`src/rtl/bitm_seq_ctrl.sv`:
```
// bitm_seq_ctrl: multi-cycle fetch/decode/execute/mem/writeback controller with ext-unit op select
module bitm_seq_ctrl #(
    parameter int TIMEOUT = 16,
    parameter int CNT_W   = 16
) (
    input  logic             clk,
    input  logic             rst_n,
    input  logic             start,
    input  logic [31:0]      instruction,
    input  logic             mem_ready,
    input  logic             alu_zero,
    output logic             ext_op,
    output logic             ir_we,
    output logic             pc_we,
    output logic [1:0]       pc_src,
    output logic             alu_src,
    output logic             alu_en,
    output logic             mem_rd,
    output logic             mem_wr,
    output logic             reg_we,
    output logic [2:0]       state,
    output logic             illegal,
    output logic [CNT_W-1:0] retired
);
    typedef enum logic [2:0] {IDLE, FETCH, DECODE, EXEC, MEM, WB, HALT, ERR} state_t;

    localparam logic [5:0] OP_ADD  = 6'h00;
    localparam logic [5:0] OP_ADDI = 6'h01;
    localparam logic [5:0] OP_LW   = 6'h03;
    localparam logic [5:0] OP_SW   = 6'h04;
    localparam logic [5:0] OP_BEQ  = 6'h05;
    localparam logic [5:0] OP_J    = 6'h06;
    localparam logic [5:0] OP_HALT = 6'h3F;

    state_t     st;
    logic [5:0] op;
    logic [5:0] live_op;
    logic [5:0] cur_op;
    logic [4:0] wait_cnt;
    logic       waiting;
    logic       timed_out;
    logic       retire;
    logic       unused_bits;

    function automatic logic legal(input logic [5:0] o);
        return o inside {OP_ADD, OP_ADDI, OP_LW, OP_SW, OP_BEQ, OP_J};
    endfunction

    function automatic logic uses_ext(input logic [5:0] o);
        return o inside {OP_ADDI, OP_LW, OP_SW, OP_BEQ};
    endfunction

    assign live_op     = instruction[31:26];
    assign unused_bits = ^instruction[25:0];
    // DECODE sees the freshly loaded IR; later states use the latched opcode
    assign cur_op      = (st == DECODE) ? live_op : op;
    assign waiting     = (st == FETCH) || (st == MEM);
    // mem_ready in the final allowed cycle still completes the access
    assign timed_out   = waiting && !mem_ready && (wait_cnt == 5'(TIMEOUT - 1));
    assign retire      = (st == WB)
                      || (st == EXEC && (op == OP_BEQ || op == OP_J))
                      || (st == MEM && op == OP_SW && mem_ready);
    assign state       = st;

    // State sequencing, opcode latch, memory wait counter and retirement count
    always_ff @(posedge clk) begin
        if (!rst_n) begin
            st       <= IDLE;
            op       <= '0;
            wait_cnt <= '0;
            retired  <= '0;
        end else begin
            wait_cnt <= (waiting && !mem_ready) ? wait_cnt + 5'd1 : 5'd0;
            retired  <= retired + CNT_W'(retire);
            if (st == DECODE) op <= live_op;
            case (st)
                IDLE:    if (start) st <= FETCH;
                FETCH:   if (mem_ready) st <= DECODE; else if (timed_out) st <= ERR;
                DECODE:  st <= (live_op == OP_HALT) ? HALT : !legal(live_op) ? ERR : EXEC;
                EXEC:    st <= (op == OP_ADD || op == OP_ADDI) ? WB
                             : (op == OP_LW || op == OP_SW) ? MEM : FETCH;
                MEM:     if (mem_ready) st <= (op == OP_LW) ? WB : FETCH; else if (timed_out) st <= ERR;
                WB:      st <= FETCH;
                default: st <= st;
            endcase
        end
    end

    // Datapath strobes; ir_we/pc_we/pc_src react to mem_ready and alu_zero in the same cycle
    always_comb begin
        ext_op  = (st == DECODE || st == EXEC || st == MEM || st == WB) && uses_ext(cur_op);
        ir_we   = (st == FETCH) && mem_ready;
        pc_we   = ir_we || (st == EXEC && (op == OP_J || (op == OP_BEQ && alu_zero)));
        pc_src  = (st == EXEC && op == OP_J) ? 2'd2
                : (st == EXEC && op == OP_BEQ && alu_zero) ? 2'd1 : 2'd0;
        alu_src = (st == EXEC) && ext_op;
        alu_en  = (st == EXEC);
        mem_rd  = (st == FETCH) || (st == MEM && op == OP_LW);
        mem_wr  = (st == MEM) && (op == OP_SW);
        reg_we  = (st == WB);
        illegal = (st == ERR);
    end
endmodule

```
`config.mk`:
```
export PLATFORM = sky130hd
export DESIGN_NAME = bitm_seq_ctrl
export DESIGN_NICKNAME = d
export VERILOG_FILES = /design/src/rtl/bitm_seq_ctrl.sv
export SDC_FILE = /design/constraint.sdc
export NUM_CORES = 1
export LEC_CHECK = 0
export BUFFER_PORTS_ARGS = -buffer_cell sky130_fd_sc_hd__buf_2
export CAP_MARGIN = 40
export CORE_ASPECT_RATIO = 0.6
export CORE_UTILIZATION = 40
export CTS_BUF_LIST = sky130_fd_sc_hd__clkbuf_8 sky130_fd_sc_hd__clkbuf_16
export DETAILED_ROUTE_END_ITERATION = 7
export GPL_TIMING_DRIVEN = 0
export PLACE_DENSITY_LB_ADDON = 0.15
export RECOVER_POWER = 100
export SYNTH_ARGS = -nofsm -noshare
export SYNTH_HDL_FRONTEND = slang
export SYNTH_SLANG_ARGS = --single-unit
```
`constraint.sdc`:
```
create_clock -name clk -period 6 [get_ports clk]
set_input_delay 0.9 -clock clk [delete_from_list [all_inputs] [get_ports clk]]
set_output_delay 0.9 -clock clk [all_outputs]
set_load 0.02 [all_outputs]
```
==> run metrics <==
Critical Path, Cell by Cell nor3_1 > nand3_1 > a21oi_1 > a211o_1 > ha_1 > nand3_1 > nor4_1 > a31oi_1 > o21a_1; Syn Inst Count ~190; grt ovf 0; Post-DRT Antenna Nets 0; worst-skew pair later-pin latency approximately 0.28 ns; dpl cells between 200 and 300; Top cell by count, worst path nand3_1; initial antenna violation count 0; hpwl dp about 2800 um; worst slew pin tran 0.709 ns; cell area after synthesis roughly 1700 sq um; # port buffers 39; PwrDens roughly 210 nW/um^2; H-tree levels 2; WP buf/inv 0; Post-Syn Area per Cell approximately 9 sq um; Post-Synth XOR/XNOR Area 0.0673; Seq/Total Area, Yosys 0.355; Layout Skew between 0.007 and 0.008 ns; post-synthesis mux area share 0.0414; simple-gate share of the synthesized area 0.345; synthesis-stage register bit count 30; Clock Sinks 30; Final Max Slew Viols 0; hold buffers post-CTS 0; Min Clock Period, post-route about 3.1 ns; first-pass GRT wire length about 6200 um; Hold Path Class reg -> reg; Synth Flop Type dfxtp_1; IO Pins 67; CTS tree yes; share of layout cells above drive strength 1 0.0897; final wirelength approximately 3700 um; Crit Path Class reg -> reg; Core Area slightly below 4000 sq um; Worst Path Arrival 3.25 ns; setup bufs post-CTS 0; diodes inserted 0; die height approximately 52 um; largest area contributor in the netlist dfxtp_1; Initial Util 0.439; final routed DRC violation total 0; via density per instance between 4 and 5; final setup fails 0; via count of the first global-routing pass between 1000 and 1500; Bufs on Longest Clock Path 2; area added between synthesis and finish 15.4%; Final Non-Filler Cells between 200 and 300; top cell type's share of synthesized area 0.355; Yosys warning count 0; placer's final routability congestion estimate around 0.79; DR iter-0 viols 51; clk root buf clkbuf_8; Synth cell types 46; routed length per instance ~13 um; Reg clk slew, reported paths approximately 0.060 ns; post-cts resize count 0; Rows 17; Die ar. 4500 sq um; post-synthesis adder-cell area fraction 0.0370; RSZ-0062 raised after global routing false; Worst Path Required 6.18 ns; critical path fanouts, max 8; complex-gate fraction of the synthesized area 0.123; Final Hold Viols 0; NumNets Final between 200 and 300; Vias ~1500; Post-synth EDFFs 0; kind of end point of the critical path flip-flop; fin util 0.507; Fin Hold WS 0.451 ns; biggest cell delay along the critical path 0.60 ns; Die Wd about 86 um; status finished clean; maximum clock rate between 300 and 400 MHz; maxcap violations 0; normalized max-slew margin 0.524; VDD IR max between 0.1 and 0.15 mV; total negative slack 0 ns; cell family with the largest share of critical-path delay simple AND/OR/NAND/NOR gates; Final Cycle Share 0.512; gr usage total 0.183; Synthesized Nets 230; Num CTS Buffers 5; Synth area leaders dfxtp_1 36%, mux2i_1 4.1%, and2_1 4.1%, ha_1 3.7%, xor2_1 3.6%; largest net degree at the start of global routing 11; drt pass-1 iters 4; leakage dissipation around 0.76 nW; Startpoint Class flip-flop; slowest CP cell nor3_1; Async SR Flop Fraction 0; largest family of logic cells by synthesized area simple AND/OR/NAND/NOR gates
==> final timing paths <==
check,depth (start not counted),start,to,slack (ns)
worst max-delay path,9,op[3]$_SDFF_PN0_,retired[15]$_SDFF_PN0_,2.93
worst min register to register,1,wait_cnt[0]$_SDFF_PN0_,wait_cnt[0]$_SDFF_PN0_,0.45
worst max register to register,9,op[3]$_SDFF_PN0_,retired[15]$_SDFF_PN0_,2.93
worst min-delay path,1,wait_cnt[0]$_SDFF_PN0_,wait_cnt[0]$_SDFF_PN0_,0.45
==> cell usage after synthesis, drive strengths merged, types with 4 or more instances <==
| cell type | number |
|---|---|
| and2 | 11 |
| nor2 | 11 |
| nand2b | 5 |
| a21oi | 6 |
| nand3 | 11 |
| xnor2 | 6 |
| nor2b | 8 |
| o21ai | 7 |
| mux2i | 7 |
| dfxtp | 30 |
| nand2 | 11 |
| inv | 6 |
| xor2 | 7 |
| a21boi | 4 |
| nor3 | 7 |
| ha | 5 |
| buf | 4 |
==> sequential cells by signal (all words and copies together), names as in the netlist <==
signal,count
op,6
retired,16
state,3
wait_cnt,5
==> metrics by stage <==
step	power, mW	worst slack [ns]	area, sq um
global placement	0.266	3.35	1960
CTS	0.416	3.32	2040
global route	0.432	2.56	1950
finish	0.410	2.93	1950
detailed placement	0.265	3.35	1960
floorplan	0.248	3.35	1690
==> where the power goes <==
part	leakage, nW	switching (mW)	internal [mW]
clock network	0.0438	0.0732	0.0776
logic	0.474	0.0309	0.0199
registers	0.242	0.00497	0.203
==> placed cells by master, fill, tap and decap left out, types with 6 or more instances in the layout <==
master / synthesis / final
buf_2: 4 / 11
xor2_1: 7 / 7
o21ai_0: 7 / 7
nand2_1: 11 / 11
inv_1: 6 / 6
nor2_1: 11 / 11
nand3_1: 10 / 11
nor3_1: 6 / 7
a21oi_1: 6 / 6
mux2i_1: 7 / 7
nor2b_1: 8 / 8
dfxtp_1: 30 / 30
xnor2_1: 6 / 6
clkbuf_1: 3 / 35
and2_0: 0 / 6
==> routing by layer <==
metal,share of wire,global-route usage,vias to the layer above
met2,0.35,0.225,28
met1,0.60,0.287,655
met3,0.043,0.0520,6
li1,-,-,764
met5,0,0,-
met4,0.010,0.0667,0
==> final cells by class <==
class | count | area, sq um
fillers | 411 | 1900
multi-input cells | 145 | 992
flip-flops and latches | 30 | 601
repair buffers | 39 | 158
well taps | 57 | 71.3
clock buffers | 5 | 68.8
plain buffers | 7 | 28.8
inverters | 6 | 22.5
clock inverters | 2 | 10.0
==> cell families (layout without fill, tap and decap cells) <==
family          count (synthesis)  count (layout)
simple gates                   90              90
fa+ha+maj                       5               5
flops                          30              30
buf+inv                        13              59
xor+xnor                       13              13
compound gates                 30              30
mux                             7               7
Power figures use the tool's default switching activity.
